**src/rtl/hazard_pkg.sv**
```systemverilog
// ---------------------------------------------------------------------------
// hazard_pkg
//   Shared types and constants for the hazard scoreboard.
//   - FWD_* : operand-mux select encoding driven on fwd_sel1/fwd_sel2.
//   - sb_state_e : scoreboard FSM state (ST_RUN / ST_STALL).
//   - stage_t : one in-flight pipeline entry {valid, dst, wr, load}.
//   HZ_AW is the register address width baked into stage_t; the top-level
//   AW parameter must equal it.
// ---------------------------------------------------------------------------
package hazard_pkg;

    localparam int HZ_AW = 3;

    localparam logic [1:0] FWD_RF  = 2'd0;
    localparam logic [1:0] FWD_EX  = 2'd1;
    localparam logic [1:0] FWD_MEM = 2'd2;

    typedef enum logic {
        ST_RUN   = 1'b0,
        ST_STALL = 1'b1
    } sb_state_e;

    typedef struct packed {
        logic             valid;
        logic [HZ_AW-1:0] dst;
        logic             wr;
        logic             load;
    } stage_t;

    // A bubble is an all-zero entry, so an empty WB stage also presents dst=0.
    localparam stage_t STAGE_BUBBLE = '0;

    // True when a used source operand names the register this entry will write.
    function automatic logic src_match(input logic             use_src,
                                       input logic [HZ_AW-1:0] src,
                                       input stage_t           st);
        return use_src & st.valid & st.wr & (st.dst == src);
    endfunction

endpackage

```
**src/rtl/hazard_stage_reg.sv**
```systemverilog
// ---------------------------------------------------------------------------
// hazard_stage_reg
//   One pipeline-entry register of the scoreboard (used for EX, MEM, WB).
//   Ports:
//     clk       in   clock, posedge
//     reset     in   synchronous active-high reset, empties the entry
//     bubble_i  in   load an empty entry instead of entry_i
//     entry_i   in   next entry (stage_t)
//     entry_o   out  registered entry (stage_t)
// ---------------------------------------------------------------------------
module hazard_stage_reg
    import hazard_pkg::*;
(
    input  logic   clk,
    input  logic   reset,
    input  logic   bubble_i,
    input  stage_t entry_i,
    output stage_t entry_o
);

    stage_t entry_q;
    stage_t entry_d;

    always_comb begin
        entry_d = entry_i;
        if (bubble_i) begin
            entry_d = STAGE_BUBBLE;
        end
    end

    always_ff @(posedge clk) begin
        if (reset) begin
            entry_q <= STAGE_BUBBLE;
        end else begin
            entry_q <= entry_d;
        end
    end

    assign entry_o = entry_q;

endmodule

```
**src/rtl/hazard_scoreboard.sv**
```systemverilog
// ---------------------------------------------------------------------------
// hazard_scoreboard
//   Register-file access sequencer for a 5-stage pipe. Tracks destination
//   registers in flight in EX, MEM and WB, decides per decode cycle whether
//   decode must stall and which forwarding source feeds each read operand,
//   and drives the register-file write port from the WB entry.
//
//   Build option: define HAZARD_FWD_EN to enable EX/MEM forwarding (only a
//   load-use stalls). Without it, fwd_sel* stay 0 and any EX/MEM producer
//   match stalls until that producer reaches WB.
//
//   Ports:
//     clk, reset               clock; synchronous active-high reset
//     id_valid                 decode slot holds a real instruction
//     id_src1/2, id_use1/2     source registers and their use flags
//     id_dst, id_wr, id_load   destination, writes-dst flag, is-load flag
//     flush                    kill the decode slot (branch/jump taken)
//     id_stall                 hold PC and IF/ID, bubble into EX
//     fwd_sel1/2               operand source: 0 regfile, 1 EX, 2 MEM
//     wb_dst, wb_we            register-file write address / enable
//     stall_cycles             saturating count of stalled cycles
//     sb_state                 FSM state: 0 RUN, 1 STALL
// ---------------------------------------------------------------------------
module hazard_scoreboard
    import hazard_pkg::*;
#(
    parameter int NREG  = 8,
    parameter int AW    = 3,
    parameter int CNT_W = 16
) (
    input  logic             clk,
    input  logic             reset,
    input  logic             id_valid,
    input  logic [AW-1:0]    id_src1,
    input  logic [AW-1:0]    id_src2,
    input  logic             id_use1,
    input  logic             id_use2,
    input  logic [AW-1:0]    id_dst,
    input  logic             id_wr,
    input  logic             id_load,
    input  logic             flush,
    output logic             id_stall,
    output logic [1:0]       fwd_sel1,
    output logic [1:0]       fwd_sel2,
    output logic [AW-1:0]    wb_dst,
    output logic             wb_we,
    output logic [CNT_W-1:0] stall_cycles,
    output logic             sb_state
);

    localparam int STG_EX  = 0;
    localparam int STG_MEM = 1;
    localparam int STG_WB  = 2;
    localparam int NSTG    = 3;

    localparam logic [AW:0]      NREG_LIM = (AW + 1)'(NREG);
    localparam logic [CNT_W-1:0] CNT_MAX  = {CNT_W{1'b1}};

    // -----------------------------------------------------------------------
    // Pipeline of in-flight entries
    // -----------------------------------------------------------------------
    stage_t           dec_entry;
    stage_t           stage_d [NSTG];
    stage_t           stage_q [NSTG];
    logic [NSTG-1:0]  bubble_vec;
    logic             hazard;

    // Writes to an address beyond the implemented register count are not
    // tracked: nothing can ever read that register back.
    always_comb begin
        dec_entry       = STAGE_BUBBLE;
        dec_entry.valid = id_valid;
        dec_entry.dst   = id_dst;
        dec_entry.wr    = id_wr & ({1'b0, id_dst} < NREG_LIM);
        dec_entry.load  = id_load;
    end

    generate
        for (genvar gi = 0; gi < NSTG; gi++) begin : g_stage
            if (gi == STG_EX) begin : g_ex_in
                assign stage_d[gi]    = dec_entry;
                assign bubble_vec[gi] = ~(id_valid & ~id_stall & ~flush);
            end else begin : g_shift_in
                assign stage_d[gi]    = stage_q[gi-1];
                assign bubble_vec[gi] = 1'b0;
            end

            hazard_stage_reg u_stage (
                .clk      (clk),
                .reset    (reset),
                .bubble_i (bubble_vec[gi]),
                .entry_i  (stage_d[gi]),
                .entry_o  (stage_q[gi])
            );
        end
    endgenerate

    // -----------------------------------------------------------------------
    // Source matching against EX and MEM. WB never needs forwarding: the
    // register file writes on posedge and reads on negedge.
    // -----------------------------------------------------------------------
    logic m1_ex;
    logic m1_mem;
    logic m2_ex;
    logic m2_mem;

    assign m1_ex  = id_valid & src_match(id_use1, id_src1, stage_q[STG_EX]);
    assign m1_mem = id_valid & src_match(id_use1, id_src1, stage_q[STG_MEM]);
    assign m2_ex  = id_valid & src_match(id_use2, id_src2, stage_q[STG_EX]);
    assign m2_mem = id_valid & src_match(id_use2, id_src2, stage_q[STG_MEM]);

`ifdef HAZARD_FWD_EN
    // Youngest producer wins: EX before MEM.
    always_comb begin
        fwd_sel1 = FWD_RF;
        fwd_sel2 = FWD_RF;
        if (m1_ex) begin
            fwd_sel1 = FWD_EX;
        end else if (m1_mem) begin
            fwd_sel1 = FWD_MEM;
        end
        if (m2_ex) begin
            fwd_sel2 = FWD_EX;
        end else if (m2_mem) begin
            fwd_sel2 = FWD_MEM;
        end
    end

    // A load in EX has no data yet; one bubble moves it to MEM where its
    // result can be forwarded.
    assign hazard = (m1_ex | m2_ex) & stage_q[STG_EX].load;
`else
    assign fwd_sel1 = FWD_RF;
    assign fwd_sel2 = FWD_RF;

    // No bypass paths: wait until the producer has reached WB.
    assign hazard   = m1_ex | m1_mem | m2_ex | m2_mem;
`endif

    // Flush wins: the killed slot becomes a bubble instead of stalling.
    assign id_stall = hazard & ~flush;

    // -----------------------------------------------------------------------
    // Register-file write port
    // -----------------------------------------------------------------------
    assign wb_we  = stage_q[STG_WB].valid & stage_q[STG_WB].wr;
    assign wb_dst = stage_q[STG_WB].dst;

    // Load flags only matter in EX (and only with forwarding enabled).
    logic unused_load_bits;
    assign unused_load_bits = ^{stage_q[STG_EX].load, stage_q[STG_MEM].load,
                                stage_q[STG_WB].load};

    // -----------------------------------------------------------------------
    // RUN/STALL FSM
    // -----------------------------------------------------------------------
    sb_state_e state_q;
    sb_state_e state_d;

    always_comb begin
        state_d = state_q;
        if (flush) begin
            state_d = ST_RUN;
        end else begin
            case (state_q)
                ST_RUN:   if (id_stall)  state_d = ST_STALL;
                ST_STALL: if (!id_stall) state_d = ST_RUN;
                default:  state_d = ST_RUN;
            endcase
        end
    end

    always_ff @(posedge clk) begin
        if (reset) begin
            state_q <= ST_RUN;
        end else begin
            state_q <= state_d;
        end
    end

    assign sb_state = state_q;

    // -----------------------------------------------------------------------
    // Saturating stall-cycle counter
    // -----------------------------------------------------------------------
    logic [CNT_W-1:0] cnt_q;
    logic [CNT_W-1:0] cnt_d;

    always_comb begin
        cnt_d = cnt_q;
        if (id_stall && (cnt_q != CNT_MAX)) begin
            cnt_d = cnt_q + 1'b1;
        end
    end

    always_ff @(posedge clk) begin
        if (reset) begin
            cnt_q <= '0;
        end else begin
            cnt_q <= cnt_d;
        end
    end

    assign stall_cycles = cnt_q;

endmodule

```
**config.mk**
```make
export PLATFORM = sky130hd
export DESIGN_NAME = hazard_scoreboard
export DESIGN_NICKNAME = d
export VERILOG_FILES = /design/src/rtl/hazard_pkg.sv /design/src/rtl/hazard_stage_reg.sv /design/src/rtl/hazard_scoreboard.sv
export SDC_FILE = /design/constraint.sdc
export NUM_CORES = 1
export LEC_CHECK = 0
export BUFFER_PORTS_ARGS = -buffer_cell sky130_fd_sc_hd__clkbuf_2
export CAP_MARGIN = 40
export CORE_MARGIN = 8
export CORE_UTILIZATION = 51
export DETAILED_ROUTE_END_ITERATION = 6
export PLACE_DENSITY_LB_ADDON = 0.3
export REMOVE_ABC_BUFFERS = 1
export SLEW_MARGIN = 25
export SYNTH_ARGS = -nofsm -noshare
export SYNTH_HDL_FRONTEND = slang
export SYNTH_SLANG_ARGS = --single-unit
```
**constraint.sdc**
```tcl
create_clock -name clk -period 2.53 [get_ports clk]
set_input_delay 0.506 -clock clk [delete_from_list [all_inputs] [get_ports clk]]
set_output_delay 0.506 -clock clk [all_outputs]
set_load 0.05 [all_outputs]
```
==> summary.md <==
| Metric | Value |
|---|---|
| # port buffers | `37` |
| IO Count | `43` |
| Clk pin slew, worst setup/hold paths | `90 ps` |
| Fin crit share | `0.9471` |
| Cell Count, Final, Fillers Out | `about 240` |
| Reg area | `roughly 640 um^2` |
| TritonCTS clock tree | `yes` |
| Hold_sp | `id_wr` |
| Sw frac | `0.2255` |
| Distinct cells, synth | `30` |
| Final WS setup | `133.8 ps` |
| Cell Rows | `20` |
| Clock Sinks | `32` |
| Final hold viol count | `0` |
| Top FF cell, synth | `dfxtp_1` |
| Sequence of cells on the critical path | `xor2_1, nor4_1, o41ai_2, inv_1, clkbuf_2` |
| Slew @ Worst Pin | `about 760 ps` |
| Die W | `just over 70 um` |
| Final setup violation count | `0` |
| Die H | `about 71 um` |
| Seq/Total Area, Yosys | `0.4183` |
| Vias per cell | `approximately 5.6` |
| Multi-input gate area | `roughly 840 um^2` |
| Post-synth EDFFs | `0` |
| First-pass GRT wire length | `a little under 6 mm` |
| Synth area leaders | `dfxtp_1, xor2_1, nor2b_1` |
| Worst hold slack | `367.7 ps` |
| Critical path's top delay family | `simple AND/OR/NAND/NOR gates` |
| PD cells | `520.2 nW/um^2` |
| Outcome | `complete, no violations` |
| Area of placed instances | `1724 um^2` |
| #FFs+latches synth | `32` |
| Clock Root Buffer | `clkbuf_4` |
| Internal Power | `0.7335 mW` |
| Top cell type by total area after synthesis | `dfxtp_1` |
| Final Net Count | `~230` |
| Placed cells | `234` |
| Remaining antenna violation count | `0` |
| Gpl congestion | `0.7827` |
| Final WL | `3.519 mm` |
| Ys async rst share | `0` |
| Max-slew violations | `0` |
| RSZ-0062 raised after global routing | `false` |
| Final Cell Area | `approximately 1800 um^2` |
| Ratio of cells with drive above 1 in the final layout | `0.2810` |
| Clk_skew | `roughly 3.4 ps` |
| Syn Area/Cell | `between 8 and 9 um^2` |
| CTS buffer count | `5` |
| Max-cap violation count | `0` |
| Total power | `~0.95 mW` |
| Clock Power Share | `0.399` |
| Post-Place Setup Slack | `between 10 and 15 ps` |
| WP data required | `roughly 2000 ps` |
| Initial antenna violation count | `0` |
| Most common cell in the netlist | `dfxtp_1` |
| Synth cell count leaders | `dfxtp_1, nor2b_1, nand3_1, xor2_1, a21oi_1` |
| NetSw | `about 0.21 mW` |
| WP data arrival | `about 1900 ps` |
| Worst path buffer plus inverter count | `2` |
| Crit. End Element | `primary output` |
| Util after Layout | `0.6165` |
| Global Route Usage Sum | `0.1443` |
| Mapped cell area | `approximately 1500 um^2` |
| Vias in the first global route | `~1,300` |
| Crit path time final | `around 2400 ps` |
| YS warnings | `0` |
| Mapped Cells | `171` |
| Crit Path Class | `flip-flop to primary output` |
| P&R area growth vs syn | `18.87%` |
| Antenna cells | `0` |
| Fmax | `~420 MHz` |
| CP max-delay cell | `nor4_1` |
| Leak pwr | `between 0.7 and 0.8 nW` |
| Vias | `between 1,000 and 1,500` |
| Core area | `a little under 3000 um^2` |
| RR Startpoint | `g_stage[0].u_stage.entry_o[3]$_SDFF_PP0_` |
| Die area | `about 5000 um^2` |
| Max incr delay on CP | `520 ps` |
| Drt first pass iters | `4` |
| HPWL after DPL | `2.565 mm` |
| Share of the synthesized area in the top cell type | `0.4183` |
| Cts hold-fix bufs | `0` |
| H-tree depth | `2` |
| Final-layout fill cell count | `around 270` |
| Flop pwr share | `0.540` |
| Worst min path class | `primary input to flip-flop` |
| Total gr overflow | `0` |
| WL/cell | `roughly 14 um` |
| Crit path launch | `g_stage[0].u_stage.entry_o[3]$_SDFF_PP0_` |
| 1st-iter DRT viols | `84` |
| TNS Setup | `0 ps` |
| Residual DRC count | `0` |
| Critical Path Source Type | `flip-flop` |
| Worst-Skew Late Latency | `approximately 330 ps` |
| Crit-path max FO | `3` |
| Comb power frac | `0.060` |
| Initial Util | `0.5186` |
| Slew Limit Headroom | `0.4883` |
| Peak supply drop | `between 0.0004 and 0.0005 V` |
| Largest net degree at the start of global routing | `34` |
| Clock buffer depth | `2` |
==> state kept, by name, indices dropped and copies added (netlist names) <==
signal / cells
g_stage.u_stage.entry_o: 15
sb_state: 1
stall_cycles: 16
==> routing by layer <==
layer  part of all wire  global-route usage  routed length [um]  vias up
met4              0.023             0.06236                  80        0
met3              0.072             0.06356                 252        8
met1               0.43              0.1566                1518      635
met2               0.47              0.2379                1668       44
li1                   -                   -                   -      685
met5                  0                   0                   0        -
==> layout make-up <==
cell class	instances	area share
Multi-Input combinational cell	127	0.4591
Sequential cell	32	0.3519
Timing Repair Buffer	42	0.1223
Clock buffer	6	0.02268
Tap cell	33	0.02268
Clock inverter	2	0.01924
Inverter	1	0.002062
==> cell usage in the layout, fill, tap and decap left out, drive strengths merged, types with 5 or more instances in the layout <==
cell	synthesis	final
dfxtp	32	32
nor4	7	7
or4	6	6
nor2	9	9
nand3	13	13
o21ai	5	5
mux2	5	5
a21oi	11	11
buf	9	5
xor2	12	12
nand4	5	5
and2	6	6
o31ai	6	6
nor2b	16	16
clkbuf	5	43
==> power groups by stage <==
stage	Clock (mW)	Sequential (mW)	Combinational, mW
after CTS	0.390	0.512	0.0553
after floorplan	0	0.524	0.0281
after global routing	0.409	0.513	0.0611
after global placement	0	0.523	0.0528
final	0.378	0.512	0.0572
after detailed placement	0	0.523	0.0551
==> logic make-up (layout without fill, tap and decap cells) <==
| logic type | count (synthesis) | count (layout) | share of synthesized area |
|---|---|---|---|
| adder cells (fa/ha/maj) | 1 | 1 | 0.008169 |
| AO/OA/AOI/OAI | 23 | 23 | 0.09232 |
| flip-flops | 32 | 32 | 0.4183 |
| buffers and inverters | 15 | 51 | 0.05964 |
| AND/OR/NAND/NOR | 82 | 82 | 0.3137 |
| multiplexers | 5 | 5 | 0.03676 |
| other | 1 | 4 | 0.002449 |
| XOR/XNOR | 12 | 12 | 0.06863 |
==> final timing paths <==
| kind | end | slack [ps] | cells after the start |
|---|---|---|---|
| min reg2reg | g_stage[1].u_stage.entry_o[5]$_SDFF_PP0_ | 490 | 1 |
| min | g_stage[0].u_stage.entry_o[1]$_SDFF_PP0_ | 370 | 2 |
| max | id_stall | 130 | 5 |
| max reg2reg | stall_cycles[6]$_SDFFE_PP0P_ | 240 | 7 |
==> what timing repair did <==
item                       4_1_cts  5_1_grt
pin swaps                        1        0
setup buffers                    1        0
setup endpoints to repair        1        1
cloned                           0        0
resized for setup                0        2
No activity file was read; power rests on OpenSTA's default activity.
